$ cat config.mk
export PLATFORM = sky130hd
export DESIGN_NAME = fifo_burst_reader
export DESIGN_NICKNAME = d
export VERILOG_FILES = /design/src/rtl/fifo_burst_reader.sv
export SDC_FILE = /design/constraint.sdc
export NUM_CORES = 1
export LEC_CHECK = 0
export CORE_AREA = 5 5 65 79
export DETAILED_ROUTE_END_ITERATION = 16
export DIE_AREA = 0 0 70 84
export PLACE_DENSITY = 0.82
export SYNTH_ARGS = -nofsm -noshare
export SYNTH_HDL_FRONTEND = slang
export SYNTH_SLANG_ARGS = --single-unit
$ cat constraint.sdc
create_clock -name rdclk -period 6 [get_ports rdclk]
set_input_delay 1.2 -clock rdclk [delete_from_list [all_inputs] [get_ports rdclk]]
set_output_delay 1.2 -clock rdclk [all_outputs]
set_load 0.01 [all_outputs]
$ cat src/rtl/fifo_burst_reader.sv
`default_nettype none
// ============================================================================
// Module   : fifo_burst_reader
// Purpose  : Read-side consumer for an async FIFO. Drains BURST_LEN-word
//            bursts as a framed valid/ready stream. Partial tails are flushed
//            after an idle timeout.
// Revision : 1.0  initial release
// ============================================================================
module fifo_burst_reader #(
    parameter int DATA_W    = 8,
    parameter int ADDR_W    = 9,
    parameter int BURST_LEN = 16,
    parameter int TIMEOUT   = 256,
    parameter int LEN_W     = $clog2(BURST_LEN + 1)
) (
    input  logic              rdclk,
    input  logic              rst_n,
    output logic              fifo_rdreq,
    input  logic [DATA_W-1:0] fifo_rddout,
    input  logic              fifo_rdempty,
    input  logic [ADDR_W-1:0] fifo_rdusedw,
    output logic              m_valid,
    input  logic              m_ready,
    output logic [DATA_W-1:0] m_data,
    output logic              m_sop,
    output logic              m_eop,
    output logic [LEN_W-1:0]  m_len,
    output logic              busy
);

    localparam int                 AVAIL_W      = ADDR_W + 1;
    localparam logic [AVAIL_W-1:0] c_FIFO_DEPTH = AVAIL_W'(2 ** ADDR_W);
    localparam logic [AVAIL_W-1:0] c_BURST_AV   = AVAIL_W'(BURST_LEN);
    localparam logic [LEN_W-1:0]   c_BURST_LEN  = LEN_W'(BURST_LEN);

    typedef enum logic [0:0] {
        S_IDLE  = 1'b0,
        S_BURST = 1'b1
    } state_t;

    state_t              r_state;
    logic [LEN_W-1:0]    r_len;
    logic [LEN_W-1:0]    r_rd_left;
    logic [LEN_W-1:0]    r_wcnt;
    logic                r_busy;
    logic                r_inflight;
    logic [1:0]          r_cnt;
    logic [DATA_W-1:0]   r_buf0;
    logic [DATA_W-1:0]   r_buf1;

    logic [AVAIL_W-1:0]  w_avail;
    logic                w_full_start;
    logic                w_tmo_start;
    logic                w_start;
    logic [LEN_W-1:0]    w_start_len;
    logic                w_hs;
    logic                w_last_hs;
    logic                w_push;
    logic [1:0]          w_occ;
    logic                w_rdreq;

    // A completely full FIFO reports usedw==0 while not empty.
    assign w_avail      = (fifo_rdusedw == '0 && !fifo_rdempty) ? c_FIFO_DEPTH
                                                               : {1'b0, fifo_rdusedw};
    assign w_full_start = (w_avail >= c_BURST_AV);
    assign w_start      = (r_state == S_IDLE) && (w_full_start || w_tmo_start);
    assign w_start_len  = w_full_start ? c_BURST_LEN : LEN_W'(w_avail);

    generate
        if (TIMEOUT != 0) begin : g_tmo
            localparam int               TMO_W      = (TIMEOUT > 1) ? $clog2(TIMEOUT) : 1;
            localparam logic [TMO_W-1:0] c_TMO_LAST = TMO_W'(TIMEOUT - 1);
            logic [TMO_W-1:0] r_tmo_cnt;

            assign w_tmo_start = !fifo_rdempty && (r_tmo_cnt == c_TMO_LAST);

            always_ff @(posedge rdclk or negedge rst_n) begin
                if (!rst_n) begin
                    r_tmo_cnt <= '0;
                end else if (r_state != S_IDLE || fifo_rdempty || w_start) begin
                    r_tmo_cnt <= '0;
                end else begin
                    r_tmo_cnt <= r_tmo_cnt + 1'b1;
                end
            end
        end else begin : g_no_tmo
            assign w_tmo_start = 1'b0;
        end
    endgenerate

    assign w_hs      = m_valid && m_ready;
    assign w_last_hs = w_hs && m_eop;
    assign w_push    = r_inflight;

    // Occupancy after this cycle's pop; counting the pop keeps 1 word/cycle.
    assign w_occ   = r_cnt + {1'b0, r_inflight} - {1'b0, w_hs};
    assign w_rdreq = (r_state == S_BURST) && (r_rd_left != '0) &&
                     !fifo_rdempty && (w_occ < 2'd2);

    assign fifo_rdreq = w_rdreq;
    assign m_valid    = (r_cnt != 2'd0);
    assign m_data     = r_buf0;
    assign m_sop      = m_valid && (r_wcnt == '0);
    assign m_eop      = m_valid && (r_wcnt == r_len - 1'b1);
    assign m_len      = r_len;
    assign busy       = r_busy;

    always_ff @(posedge rdclk or negedge rst_n) begin
        if (!rst_n) begin
            r_state   <= S_IDLE;
            r_len     <= '0;
            r_rd_left <= '0;
            r_wcnt    <= '0;
            r_busy    <= 1'b0;
        end else begin
            case (r_state)
                S_IDLE: begin
                    if (w_start) begin
                        r_state   <= S_BURST;
                        r_len     <= w_start_len;
                        r_rd_left <= w_start_len;
                        r_wcnt    <= '0;
                        r_busy    <= 1'b1;
                    end
                end
                S_BURST: begin
                    if (w_rdreq) begin
                        r_rd_left <= r_rd_left - 1'b1;
                    end
                    if (w_last_hs) begin
                        r_state <= S_IDLE;
                        r_busy  <= 1'b0;
                        r_wcnt  <= '0;
                    end else if (w_hs) begin
                        r_wcnt <= r_wcnt + 1'b1;
                    end
                end
                default: r_state <= S_IDLE;
            endcase
        end
    end

    // Two-entry skid buffer; r_buf0 is always the head.
    always_ff @(posedge rdclk or negedge rst_n) begin
        if (!rst_n) begin
            r_inflight <= 1'b0;
            r_cnt      <= 2'd0;
            r_buf0     <= '0;
            r_buf1     <= '0;
        end else begin
            r_inflight <= w_rdreq;
            case ({w_push, w_hs})
                2'b10: begin
                    if (r_cnt == 2'd0) begin
                        r_buf0 <= fifo_rddout;
                    end else begin
                        r_buf1 <= fifo_rddout;
                    end
                    r_cnt <= r_cnt + 2'd1;
                end
                2'b01: begin
                    r_buf0 <= r_buf1;
                    r_cnt  <= r_cnt - 2'd1;
                end
                2'b11: begin
                    if (r_cnt == 2'd1) begin
                        r_buf0 <= fifo_rddout;
                    end else begin
                        r_buf0 <= r_buf1;
                        r_buf1 <= fifo_rddout;
                    end
                end
                default: ;
            endcase
        end
    end

endmodule
`default_nettype wire

==> summary.txt, run 1 <==
Clocking
  • CTS tree: yes
  • Clk slew on worst S/H paths: about 0.08 ns
  • Clk sinks: 44
  • Clk Latency, worst-skew pair: between 0.2 and 0.3 ns
  • # hold bufs at CTS: 0
  • H-tree depth: 2
  • Setup Buffers After CTS: 0
  • Root Driver: clkbuf_8
  • Inserted Clock Buffers: 5
  • Clock Tree Buf Depth: 2
  • Post-cts resize count: 0

Placed design
  • Port Buffers: 38
  • DP HPWL: between 3000 and 4000 um
  • DP Worst Slack: roughly 1.4 ns
  • Placed instance area: 2770 sq um
  • Routability cong.: 0.877

Floorplanning
  • Site row count: 27
  • Die area: just under 6000 sq um
  • Core ar.: ~4400 sq um
  • Number of I/O pins: 39
  • Die width: approximately 70 um
  • Die Ht: 84 um
  • Initial core utilization: 0.537

Timing
  • Worst-Margin Slew: approximately 0.97 ns
  • Unrepaired setup endpoints after global routing: no
  • Hold Vio Cnt, Final: 0
  • Clock Skew: around 0.0047 ns
  • Final min period: 4.61 ns
  • Pins over their slew limit: 0
  • Final setup viols: 0
  • Fin crit share: 0.768
  • Setup TNS: 0 ns
  • Setup slack after layout: between 1 and 1.5 ns
  • Max Clk Rate: roughly 220 MHz
  • Worst relative slew slack: 0.351

Yosys
  • Yosys cell types: between 40 and 50
  • Synth Register Bits: between 40 and 50
  • Synthesized area: 2360 sq um
  • Post-synthesis sequential area ratio: 0.467
  • Yosys warns: 0
  • Mapped Nets: between 200 and 300
  • Syn_area_per_cell: 9.95 sq um
  • FFs w/ async S/R, synth: 1.00
  • Cells after synthesis: 237
  • Most used DFF post-synth: dfrtp_1
  • Number of synthesized flops with an enable pin: 0

Setup path
  • Crit path DAT: between 3 and 4 ns
  • CP max FO: 7
  • R2R setup slack: about 3.4 ns
  • Critical Path End Type: output pin
  • Critical Path RT: 4.80 ns
  • Max incr delay on CP: roughly 0.55 ns
  • Reg2Reg Capture Point: m_data[4]$_DFFE_PN0P_
  • FF-to-FF Start: r_cnt[0]$_DFFE_PN0P_
  • Crit Path Category: input pin to output pin
  • Worst setup SP type: input pin
  • Reg2Reg Depth: 9
  • CP max-delay cell: clkdlybuf4s50_1
  • Crit-path cells: clkdlybuf4s50_1, nand2_1, inv_1, ha_1, nor2b_1, xnor2_1, nand2_1, inv_1, clkdlybuf4s50_1

Hold path
  • Hold path startpoint: m_data[5]$_DFFE_PN0P_
  • Hold endpoint: m_data[5]$_DFFE_PN0P_
  • HP Class: flip-flop to flip-flop
  • Hold Path Stages: 2

Pwr
  • Clock power frac: 0.211
  • Combinational power share: 0.409
  • Sequential power share: 0.380
  • Worst vdd ir: slightly above 0.0003 V
  • Sw Pwr: between 400 and 500 uW
  • LEAKAGE: between 0.001 and 0.0015 uW
  • Internal Power: slightly above 800 uW
  • PwrDens: 426 nW/um^2
  • Sw frac: 0.342

Run
  • Max-Cap Viols: 0

Detailed routing
  • Iteration-0 DRC Markers: 95
  • Vias: 1871
  • Post-Route WL: between 4000 and 5000 um
  • Drt wl/cell: approximately 15 um
  • DRC viols: 0
  • Post-DR vias/cell: about 5.6
  • Antenna-violating nets left: 0
  • 1st-pass router iterations: 4

Layout
  • Area Overhead vs Synth: 23.1%
  • Final nets: roughly 310
  • Number of diodes: 0
  • Final instance area: about 2900 sq um
  • Fillers: ~360
  • Layout cells sized above 1: 0.0764

Global route
  • First-pass GRT wire length: 8570 um
  • Grt ovf: 0
  • Largest net degree at the start of global routing: between 40 and 50
  • Initial antenna violation count: 0
  • Vias in the first global route: between 1500 and 2000
  • Gr usage total: 0.176

Status
  • Outcome: finished clean
metal layers:
metal  up-vias  part of all wire  global-route usage
met1       908              0.41               0.213
li1        912                 -                   -
met5         -                 0                   0
met4         0             0.012              0.0470
met2        43              0.52               0.312
met3         8             0.052              0.0410
how the worst max path moves through the flow:
stage                 start          to  slack (ns)  depth (start not counted)
finish              m_ready  fifo_rdreq        1.39                          9
global route        m_ready  fifo_rdreq        1.19                          9
CTS                 m_ready  fifo_rdreq        1.37                          9
detailed placement  m_ready  fifo_rdreq        1.38                          9
global placement    m_ready  fifo_rdreq        1.42                          9
floorplan           m_ready  fifo_rdreq        2.53                          7
cell type report:
type                       instances  area, sq um  area share
timing repair buffer              38          375       0.129
multi-input combinational        171         1170       0.402
sequential                        44         1100       0.379
clock inverter                     2         60.1      0.0207
tap                               58         72.6      0.0250
clock buffer                       5         68.8      0.0237
inverter                          15         56.3      0.0194
flip-flops by register name, indices dropped and copies added, names as in the netlist:
name and count:
g_tmo.r_tmo_cnt 8, m_data 8, r_buf1 8, m_len 5, r_rd_left 5, r_wcnt 5, r_cnt 2, busy 1
r_inflight 1, r_state 1
cell usage after synthesis, types with 2 or more instances:
master	number	share of area
o21ai_0	17	0.036
a22oi_1	8	0.025
xor2_1	9	0.033
nand4_1	4	0.011
buf_2	5	0.011
nor3_1	7	0.015
ha_1	12	0.064
xnor2_1	8	0.030
and2_1	3	0.0080
or3_1	2	0.0053
dfrtp_1	44	0.47
nand2_1	27	0.043
inv_1	14	0.022
o211a_1	2	0.0085
mux2_2	9	0.043
a221o_1	2	0.0085
nor2_1	16	0.025
nand2b_1	2	0.0053
clkbuf_1	2	0.0032
nor2b_1	3	0.0080
nand3_1	12	0.025
nor4_1	2	0.0053
and3_1	3	0.0080
a21oi_1	3	0.0064
a22o_1	3	0.011
worst max-delay path: cells and delay by family:
kind                       cells  cell delay (ns)
xor gates and xnor gates       1             0.16
adders and majority gates      1             0.27
buffers and inverters          4             1.35
and+or+nand+nor                3             0.42
power groups by stage:
stage | combinational (uW) | sequential [uW] | clock, uW
after floorplan | 348 | 461 | 0
after global placement | 490 | 470 | 0
after detailed placement | 507 | 474 | 0
after CTS | 514 | 469 | 266
after global routing | 570 | 485 | 280
final | 505 | 470 | 261
through the flow:
stage,hold WS [ns],power (uW),utilization,instances
after floorplan,0.473,809,-,237
after global placement,0.465,961,0.631,326
after detailed placement,0.476,981,0.631,326
after CTS,0.499,1250,0.661,333
after global routing,0.538,1330,0.661,333
final,0.493,1240,0.661,333
logic make-up after synthesis:
group	Yosys count	synth area share
flip-flops	44	0.467
multiplexers	10	0.0472
AND/OR/NAND/NOR	87	0.188
AO/OA/AOI/OAI	45	0.133
XOR/XNOR	17	0.0632
buffers and inverters	22	0.0377
adder cells (fa/ha/maj)	12	0.0637
cell usage in the layout, fill, tap and decap left out, types with 2 or more instances in the layout:
cell,n
a21oi_1,3
a221o_1,2
a22o_1,3
a22oi_1,8
and2_1,3
and3_1,3
bufinv_16,2
clkbuf_8,5
clkdlybuf4s50_1,37
dfrtp_1,44
ha_1,12
inv_1,14
mux2_2,9
nand2_1,27
nand2b_1,2
nand3_1,12
nand4_1,4
nor2_1,16
nor2b_1,3
nor3_1,7
nor4_1,2
o211a_1,2
o21ai_0,17
or3_1,2
xnor2_1,8
xor2_1,9
No activity file was read; power rests on OpenSTA's default activity.
==> inputs of run 2 (changes only) <==
CORE_AREA = 5 5 70 85   (was 5 5 65 79)
DIE_AREA = 0 0 75 90   (was 0 0 70 84)
PLACE_DENSITY = 0.75   (was 0.82)
clock period = 3.7 ns   (was 6 ns; I/O delays follow)
==> summary.txt, run 2 (synthesized netlist as in run 1, its figures left out) <==
Status
  • Outcome: finished clean

Floorplanning
  • Site row count: 29 (+7.4%)
  • Core ar.: 5120 sq um (+16%)
  • Initial core utilization: 0.461 (-0.0760)
  • Die width: 75 um (+7.1%)
  • Die area: 6750 sq um (+15%)
  • Die Ht: 90 um (+7.1%)
  • Number of I/O pins: 39 (unchanged)

Global route
  • Initial antenna violation count: 0 (unchanged)
  • Vias in the first global route: 1839 (-0.86%)
  • First-pass GRT wire length: 8630 um (+0.72%)
  • Largest net degree at the start of global routing: 45 (unchanged)
  • Grt ovf: 0 (unchanged)
  • Gr usage total: 0.161 (-0.0155)

Timing
  • Final setup viols: 0 (unchanged)
  • Setup TNS: 0 ns (unchanged)
  • Pins over their slew limit: 0 (unchanged)
  • Clock Skew: 0.00751 ns (+0.00286 ns)
  • Fin crit share: 0.915
  • Worst-Margin Slew: 0.989 ns (+0.0152 ns)
  • Final min period: 3.39 ns
  • Worst relative slew slack: 0.334 (-0.0171)
  • Max Clk Rate: 295 MHz
  • Unrepaired setup endpoints after global routing: no
  • Hold Vio Cnt, Final: 0 (unchanged)

Detailed routing
  • 1st-pass router iterations: 4 (unchanged)
  • DRC viols: 0 (unchanged)
  • Drt wl/cell: 14.4 um (-0.87%)
  • Vias: 1860 (-0.59%)
  • Post-DR vias/cell: 5.44 (-3.2%)
  • Post-Route WL: 4940 um (+1.8%)
  • Iteration-0 DRC Markers: 172 (+81%)
  • Antenna-violating nets left: 0 (unchanged)

Setup path
  • CP max FO: 4 (-3)
  • FF-to-FF Start: r_cnt[0]$_DFFE_PN0P_
  • Crit Path Category: input pin to output pin
  • Critical Path RT: 2.96 ns (-1.84 ns)
  • Critical Path End Type: output pin
  • Reg2Reg Depth: 10 (+1)
  • CP startpoint: m_ready
  • Worst setup SP type: input pin
  • Crit path DAT: 2.65 ns (-0.76 ns)

Placed design
  • Routability cong.: 0.842 (-3.9%)
  • Placed instance area: 2810 sq um (+1.3%)
  • Port Buffers: 38 (unchanged)
  • DP HPWL: 3540 um (+0.61%)
  • Inst Count DP: 334 (+2.5%)

Clocking
  • Post-cts resize count: 0 (unchanged)
  • Clock Tree Buf Depth: 2 (unchanged)
  • Setup Buffers After CTS: 0 (unchanged)
  • # hold bufs at CTS: 0 (unchanged)
  • CTS tree: yes
  • Clk sinks: 44 (unchanged)
  • Root Driver: clkbuf_8
  • Clk slew on worst S/H paths: 0.09 ns (about the same)
  • Inserted Clock Buffers: 5 (unchanged)
  • Clk Latency, worst-skew pair: 0.30 ns (about the same)
  • H-tree depth: 2 (unchanged)

Hold path
  • Hold Path Stages: 2 (unchanged)
  • Hold path startpoint: m_data[4]$_DFFE_PN0P_
  • HP Class: flip-flop to flip-flop

Layout
  • Commonest non-fill, non-tap cell in the layout: dfrtp_1
  • Area Overhead vs Synth: 23.1% (unchanged)
  • Layout cells sized above 1: 0.0893 (+0.0129)
  • Final instance area: 2900 sq um (unchanged)
  • Post-route insts no fill: 342 (+2.7%)
  • Commonest cells after routing, fill and taps aside: dfrtp_1 (44), clkdlybuf4s50_1 (37), nand2_1 (27)
  • Final nets: 312 (+1.3%)
  • Number of diodes: 0 (unchanged)

Pwr
  • Worst vdd ir: 0.000400 V (+31%)
  • PwrDens: 664 nW/um^2 (+56%)
  • LEAKAGE: 0.00125 uW (about the same)

Run
  • Max-Cap Viols: 0 (unchanged)
[run 2: changes by cell type in the layout (fill, tap and decap cells not counted)]
cell / change
bufinv_16: -2
clkbuf_1: +1
buf_4: +4
clkinvlp_4: +1
clkbuf_8: +1
[run 2: area by class of cell]
| class | count | area, sq um |
|---|---|---|
| Tap cell | 62 | 77.6 |
| Timing Repair Buffer | 42 | 405 |
| Multi-Input combinational cell | 171 | 1170 |
| Fill cell | 451 | 2210 |
| Sequential cell | 44 | 1100 |
| Inverter | 15 | 56.3 |
| Clock buffer | 7 | 86.3 |
| Clock inverter | 1 | 7.51 |
[run 2: layer usage]
metal	global-route usage	vias up	share of wire
met2	0.247	38	0.49
li1	-	919	-
met1	0.217	893	0.45
met3	0.0413	10	0.045
met4	0.0534	0	0.018
met5	0	-	0
[run 2: worst paths after layout]
check | slack (ns) | endpoint
max | 0.31 | fifo_rdreq
min | 0.49 | m_data[4]$_DFFE_PN0P_
max reg2reg | 1.14 | m_data[5]$_DFFE_PN0P_
min reg2reg | 0.49 | m_data[4]$_DFFE_PN0P_
max in group asynchronous | 2.51 | r_inflight$_DFF_PN0_
min in group asynchronous | 0.59 | r_buf1[0]$_DFFE_PN0P_
[run 2: power by group]
part / switching (uW) / total [uW] / internal, uW
Combinational: 401 / 843 / 442
Clock: 170 / 322 / 152
Sequential: 127 / 761 / 634
Total: 698 / 1930 / 1230
[run 2: critical path: stages]
cell and delay, ns:
clkdlybuf4s50_1 0.42, nand2_1 0.09, inv_1 0.05, ha_1 0.19, xor2_1 0.17, xnor2_1 0.22
nand2_1 0.10, inv_1 0.12, clkdlybuf4s50_1 0.55
[run 2: through the flow]
stage	utilization	power, uW	worst slack [ns]	hold WS [ns]
3_5_place_dp	0.549	1620	0.290	0.477
2_1_floorplan	-	1310	1.11	0.444
4_1_cts	0.567	1950	0.274	0.496
3_3_place_gp	0.549	1600	0.278	0.467
6_report	0.567	1930	0.314	0.489
5_1_grt	0.567	2090	0.198	0.514
==> inputs of run 3 (changes only) <==
clock period = 3 ns   (was 3.7 ns; I/O delays follow)
==> summary.txt, run 3 (synthesized netlist as in run 1, its figures left out) <==
Status
  • Outcome: finished clean

Floorplanning
  • Die Ht: 90 um (unchanged)
  • Number of I/O pins: 39 (unchanged)
  • Core ar.: 5120 sq um (unchanged)
  • Die area: 6750 sq um (unchanged)
  • Die width: 75 um (unchanged)
  • Site row count: 29 (unchanged)
  • Initial core utilization: 0.461 (unchanged)

Placed design
  • Placed instance area: 2830 sq um (+0.80%)
  • DP HPWL: 3650 um (+3.3%)
  • Routability cong.: 0.870 (+3.3%)
  • Port Buffers: 38 (unchanged)
  • Inst Count DP: 337 (+0.90%)

Setup path
  • Max incr delay on CP: 0.54 ns (about the same)
  • CP startpoint: m_len[0]$_DFFE_PN0P_
  • Crit-path cells: inv_1, ha_1, xnor2_1, a211oi_2, o311ai_2, nor2_1, clkdlybuf4s50_1
  • FF-to-FF Start: r_cnt[0]$_DFFE_PN0P_
  • CP max-delay cell: clkdlybuf4s50_1
  • Critical Path End Type: output pin
  • R2R setup slack: 0.49 ns (-0.65 ns)
  • Crit Path Category: flip-flop to output pin
  • Critical Path RT: 2.40 ns (-0.56 ns)
  • Reg2Reg Depth: 10 (unchanged)
  • Crit path DAT: 2.24 ns (-0.41 ns)
  • CP max FO: 5 (+1)
  • Reg2Reg Capture Point: m_data[2]$_DFFE_PN0P_
  • Worst setup SP type: flip-flop

Timing
  • Unrepaired setup endpoints after global routing: no
  • Pins over their slew limit: 0 (unchanged)
  • Worst relative slew slack: 0.353 (+0.0193)
  • Final min period: approximately 2.8 ns
  • Setup TNS: 0 ns (unchanged)
  • Clock Skew: 0.00718 ns (-0.000336 ns)
  • Worst-Margin Slew: 0.971 ns (-0.0185 ns)
  • Max Clk Rate: 353 MHz
  • Hold Vio Cnt, Final: 0 (unchanged)
  • Final setup viols: 0 (unchanged)
  • Fin crit share: 0.945

Pwr
  • Tot Pwr: 2370 uW (+23%)
  • Worst vdd ir: 0.000578 V (+44%)
  • PwrDens: 811 nW/um^2 (+22%)
  • LEAKAGE: 0.00127 uW (+1.0%)

Layout
  • Post-route insts no fill: 345 (+0.88%)
  • Commonest non-fill, non-tap cell in the layout: dfrtp_1
  • Commonest cells after routing, fill and taps aside: dfrtp_1 (43), clkdlybuf4s50_1 (36), nand2_1 (27)
  • Layout cells sized above 1: 0.110 (+0.0203)
  • Number of diodes: 0 (unchanged)
  • Area Overhead vs Synth: 24.1%
  • Fillers: 457 (+1.3%)
  • Final nets: 315 (+0.96%)
  • Final instance area: 2930 sq um (+0.82%)

Detailed routing
  • Vias: 1870 (+0.54%)
  • DRC viols: 0 (unchanged)
  • Post-DR vias/cell: 5.42 (-0.34%)
  • 1st-pass router iterations: 4 (unchanged)
  • Iteration-0 DRC Markers: 102 (-41%)
  • Drt wl/cell: 14.2 um (-1.7%)
  • Antenna-violating nets left: 0 (unchanged)
  • Post-Route WL: 4900 um (-0.79%)

Clocking
  • H-tree depth: 2 (unchanged)
  • Clk sinks: 44 (unchanged)
  • Clock Tree Buf Depth: 2 (unchanged)
  • # hold bufs at CTS: 0 (unchanged)
  • Root Driver: clkbuf_8
  • Clk Latency, worst-skew pair: 0.29 ns (about the same)
  • Inserted Clock Buffers: 5 (unchanged)
  • Clk slew on worst S/H paths: 0.09 ns (about the same)
  • CTS tree: yes

Global route
  • Largest net degree at the start of global routing: 45 (unchanged)
  • Initial antenna violation count: 0 (unchanged)
  • Vias in the first global route: 1878 (+2.1%)
  • Grt ovf: 0 (unchanged)
  • Gr usage total: 0.151 (-0.00910)
  • First-pass GRT wire length: 8230 um (-4.6%)

Run
  • Max-Cap Viols: 0 (unchanged)

Hold path
  • HP Class: input pin to async pin
[run 3: area by class of cell]
type | count | area (sq um) | area share
multi-input combinational | 171 | 1180 | 0.402
timing repair buffer | 45 | 427 | 0.146
inverter | 15 | 56.3 | 0.0192
tap | 62 | 77.6 | 0.0265
sequential | 44 | 1100 | 0.377
clock inverter | 1 | 8.76 | 0.00299
clock buffer | 7 | 76.3 | 0.0261
[run 3: how the worst max path moves through the flow]
| stage | endpoint | slack, ns |
|---|---|---|
| 2_1_floorplan | fifo_rdreq | 0.55 |
| 3_3_place_gp | fifo_rdreq | -0.12 |
| 3_5_place_dp | fifo_rdreq | -0.09 |
| 4_1_cts | m_eop | 0.04 |
| 5_1_grt | fifo_rdreq | 0.01 |
| 6_report | m_eop | 0.16 |
[run 3: worst max-delay path, delay by kind of cell (launching register included)]
kind | cells | cell delay [ns]
buffers and inverters | 2 | 0.59
flip-flops | 1 | 0.42
AO/OA/AOI/OAI | 2 | 0.37
adder cells (fa/ha/maj) | 1 | 0.30
XOR/XNOR | 1 | 0.14
AND/OR/NAND/NOR | 1 | 0.11
[run 3: what timing repair did]
action                                  in CTS  in global routing
buffers inserted                             0                  0
endpoints found under the setup margin       1                  2
resized for setup                            1                  4
endpoints found under the hold margin        0                  0
[run 3: power by group]
part	leakage (uW)	switching (uW)	internal, uW
combinational	0.000690	512	561
sequential	0.000535	150	782
clock	0.0000424	202	167
[run 3: stage by stage]
stage               worst slack (ns)  hold WS (ns)   util
global route                  0.0139         0.524  0.572
detailed placement           -0.0893         0.474  0.553
finish                         0.165         0.460  0.572
floorplan                      0.554         0.304      -
CTS                           0.0397         0.494  0.570
global placement              -0.115         0.466  0.553
[run 3: layer usage]
layer,routed length (um),track usage
met5,0,0
met4,21,0.0356
met3,258,0.0391
met2,2460,0.254
met1,2160,0.191
==> variant 1, RTL diff (settings of run 3) <==
`DATA_W`: 8 -> 10.
--- a/src/rtl/fifo_burst_reader.sv
+++ b/src/rtl/fifo_burst_reader.sv
@@ -8,5 +8,5 @@
 // ============================================================================
 module fifo_burst_reader #(
-    parameter int DATA_W    = 8,
+    parameter int DATA_W    = 10,
     parameter int ADDR_W    = 9,
     parameter int BURST_LEN = 16,
Interface: changed (resized fifo_rddout and m_data); port bits go from 39 to 43. No check against the original RTL was run, so the function may have changed too.
==> variant 1 against run 3 <==
- global-route usage up 2.0 points
- area after synthesis is 11% higher
- design area increased by 13%
- utilization increased by 7.2 points
- combinational power rose by 20%
- wire length is 10% higher
- total power is 17% higher
- count of clock-buffer cells in the layout fell by 2
- clock skew rose by 0.0020 ns
- sequential cell count grew 4
- final cell count up 9.3%
- register-to-register slack better by 0.27 ns
- synthesized cell count increased by 8.0%
- worst setup slack improved by 0.021 ns
==> variant 1: results (changes against run 3) <==
Synth
  • Seq/Total Area, Yosys: 46.0% (was 46.7%)
  • Yosys cell types: 50 (was 43)
  • Synth top area cells: dfrtp_1 (46%), ha_1 (5.7%), nand2_1 (4.7%) (was dfrtp_1 (47%), ha_1 (6.4%), mux2_2 (4.3%))

Place
  • Setup Slack @ Placement: -0.0883 ns (was -0.0893 ns)
  • HPWL after detailed placement: 4.01 mm (was 3.65 mm)
  • Placed Cells: 369 (was 337)

Setup path
  • Critical path arrival: 2.21 ns (was 2.24 ns)
  • R2R setup slack: 0.76 ns (was 0.49 ns)

Global route
  • GR met1 Demand/Resource: 22.8% (was 19.1%)
  • Largest net degree at the start of global routing: 33 (was 45)
  • Vias in the first global route: 2076 (was 1878)
  • GR Util All Layers: 17.2% (was 15.1%)
  • GRT met3 Usage: 4.91% (was 3.91%)
  • Met2 usage: 26.6% (was 25.4%)
  • First-pass GRT wire length: 9.23 mm (was 8.23 mm)

Status
  • Status: finished clean (unchanged)

Route
  • Routed length on met1: 2.41 mm (was 2.16 mm)
  • WL met2: 2.48 mm (was 2.46 mm)
  • Routed WL per cell: 14.3 um (was 14.2 um)
  • Met3 WL: 393 um (was 258 um)

STA
  • Hold_ws: 0.205 ns (was 0.460 ns)
  • Normalized max-slew margin: 59.0% (was 35.3%)
  • Worst clock skew: 0.00922 ns (was 0.00718 ns)

Final layout
  • Fraction of layout cells with a size suffix above 1: 17.5% (was 11.0%)
  • Cell Count, Final, Fillers Out: 377 (was 345)

Clock tree
  • CTS resizes: 2 (was 1)

Power
  • Switch share: 35.3% (was 36.4%)
  • Pint: 1790 uW (was 1510 uW)
==> variant 1: cell types whose count changed after synthesis, moves of 3 or more <==
cell / change
a21oi_1: +3
and2_1: -3
buf_2: -4
dfrtp_1: +4
inv_1: +6
nand2_1: +6
nand3_1: -3
nand4_1: -3
nor3_2: +3
o21ai_0: +4
xnor2_1: +3
==> variant 1: cell families (layout without fill, tap and decap cells) <==
kind of cell,after synthesis,after routing,share of synthesized area (%)
and+or+nand+nor,82,82,17.0
AOI/OAI and AO/OA,56,56,14.7
DFF,48,48,46.0
buffers and inverters,26,85,4.45
xor gates and xnor gates,20,20,6.99
adders and majority gates,12,12,5.74
muxes,12,12,5.12
==> variant 1: final cells by class <==
type / count / area (um^2)
clock buffer: 5 / 68.8
fill: 436 / 1820
tap: 62 / 77.6
inverter: 20 / 75.1
sequential: 48 / 1200
timing repair buffer: 57 / 527
clock inverter: 3 / 42.5
multi-input combinational: 182 / 1300
==> variant 2, RTL diff (settings of run 3) <==
Without the edit above. Reset style: synchronous (`rst_n`), changed in 3 clocked blocks. Comments in the files are not updated.
--- a/src/rtl/fifo_burst_reader.sv
+++ b/src/rtl/fifo_burst_reader.sv
@@ -75,5 +75,5 @@
             assign w_tmo_start = !fifo_rdempty && (r_tmo_cnt == c_TMO_LAST);
 
-            always_ff @(posedge rdclk or negedge rst_n) begin
+            always_ff @(posedge rdclk) begin
                 if (!rst_n) begin
                     r_tmo_cnt <= '0;
@@ -106,5 +106,5 @@
     assign busy       = r_busy;
 
-    always_ff @(posedge rdclk or negedge rst_n) begin
+    always_ff @(posedge rdclk) begin
         if (!rst_n) begin
             r_state   <= S_IDLE;
@@ -142,5 +142,5 @@
 
     // Two-entry skid buffer; r_buf0 is always the head.
-    always_ff @(posedge rdclk or negedge rst_n) begin
+    always_ff @(posedge rdclk) begin
         if (!rst_n) begin
             r_inflight <= 1'b0;
Check against the original RTL: differs if rst_n is asserted again (counterexample within 4 cycles, from zero or initial values and one cycle with rst_n low); with rst_n held inactive, the same outputs for 10 cycles.
==> variant 2 against run 3 <==
- global-route usage is 0.14 points higher
- register-to-register slack better by 0.29 ns
- critical endpoint unchanged
- highest routed layer unchanged
- worst setup slack worse by 0.053 ns
- area after synthesis is 4.7% lower
- wire length is 0.76% higher
- sequential cell count stayed put
- design area is 3.0% lower
- worst hold slack better by 0.022 ns
- total power is 20% lower
==> variant 2: results (changes against run 3) <==
Status
  • Status: finished clean (unchanged)

Global route
  • GR met1 Demand/Resource: 18.1% (was 19.1%)
  • Largest net degree at the start of global routing: 29 (was 45)
  • GRT met3 Usage: 5.02% (was 3.91%)
  • GR Util All Layers: 15.3% (was 15.1%)

Synth
  • Seq/Total Area, Yosys: 39.2% (was 46.7%)
  • Mux share of post-synthesis cell area: 3.57% (was 4.72%)
  • Asr flop ratio synth: 0% (was 100%)
  • Compound-gate portion of the synthesized area: 15.4% (was 13.3%)
  • Most frequent cell after synthesis: dfxtp_1 (was dfrtp_1)
  • Post-synth top cells: dfxtp_1 (44), nor2_1 (25), inv_1 (19) (was dfrtp_1 (44), nand2_1 (27), o21ai_0 (17))
  • Yosys cell types: 48 (was 43)
  • Synth Instances: 255 (was 237)
  • Syn_nets: 288 (was 270)

Final layout
  • Inverters: 19 (was 15)
  • Buffering overhead: 15.5% (was 14.6%)
  • Layout clock area frac: 4.06% (was 2.91%)
  • Final Util: 55.4% (was 57.2%)
  • Layout clock buffers: 5 (was 7)
  • Multi-input gate count: 184 (was 171)
  • Count of non-CTS buffers in the layout: 46 (was 45)
  • Fraction of area in multi-input gates: 44.1% (was 40.2%)
  • Sequential cell area share: 31.1% (was 37.7%)
  • Net count, final: 333 (was 315)

Setup path
  • R2R setup slack: 0.78 ns (was 0.49 ns)
  • R2r worst-path depth: 12 (was 10)
  • Critical Path Max Stage Delay: 0.52 ns (was 0.54 ns)

Route
  • DR iter-0 viols: 98 (was 102)
  • DR vias: 1999 (was 1870)
  • Routed WL per cell: 13.6 um (was 14.2 um)
  • First drt pass iteration count: 5 (was 4)

Clock tree
  • Clock Latency Late Sink: 0.31 ns (was 0.29 ns)

Power
  • Peak supply drop: 0.421 mV (was 0.578 mV)
  • Leakage: 0.00113 uW (was 0.00127 uW)

STA
  • Worst Max-Slew Pin Slew: 0.645 ns (was 0.971 ns)
  • Worst clock skew: 0.00879 ns (was 0.00718 ns)

Place
  • Setup Slack @ Placement: -0.0866 ns (was -0.0893 ns)
  • Placed instance area: 2720 um^2 (was 2830 um^2)
-- variant 2: changes by cell type after synthesis, moves of 9 or more --
cell	before	now
dfrtp_1	44	0
dfxtp_1	0	44
o21ai_0	17	3
a21oi_1	3	13
nand2_1	27	17
mux2_2	9	0
nor2_1	16	25
-- variant 2: logic make-up (layout without fill, tap and decap cells) --
| logic type | after synthesis | in the layout |
|---|---|---|
| and+or+nand+nor | 100 | 100 |
| AOI/OAI and AO/OA | 47 | 47 |
| muxes | 8 | 8 |
| buffers and inverters | 27 | 73 |
| DFF | 44 | 44 |
| xor gates and xnor gates | 17 | 17 |
| adders and majority gates | 12 | 12 |
-- variant 2: repair_timing --
item / 4_1_cts / 5_1_grt
hold buffers: 0 / 0
gates resized for setup: 1 / 1
endpoints found under the setup margin: 1 / 1
pin swaps: 0 / 0
-- variant 2: how the worst min path moves through the flow --
stage | start | endpoint | slack [ns] | cells past startpoint
6_report | g_tmo.r_tmo_cnt[0] | g_tmo.r_tmo_cnt[0] | 0.48 | 1
3_3_place_gp | busy | busy | 0.45 | 2
3_5_place_dp | g_tmo.r_tmo_cnt[0] | g_tmo.r_tmo_cnt[0] | 0.47 | 1
5_1_grt | g_tmo.r_tmo_cnt[0] | g_tmo.r_tmo_cnt[0] | 0.51 | 1
4_1_cts | g_tmo.r_tmo_cnt[0] | g_tmo.r_tmo_cnt[0] | 0.49 | 1
2_1_floorplan | g_tmo.r_tmo_cnt[0] | g_tmo.r_tmo_cnt[0] | 0.44 | 1
-- variant 2: layer usage --
layer	up-vias	wire, um
met2	63	2360
met5	-	0
met3	14	399
met4	0	110
li1	989	-
met1	933	2070
-- variant 2: where the power goes --
group / internal, uW / switching, uW
combinational: 367 / 345
clock: 251 / 219
sequential: 661 / 50.4
total: 1280 / 615
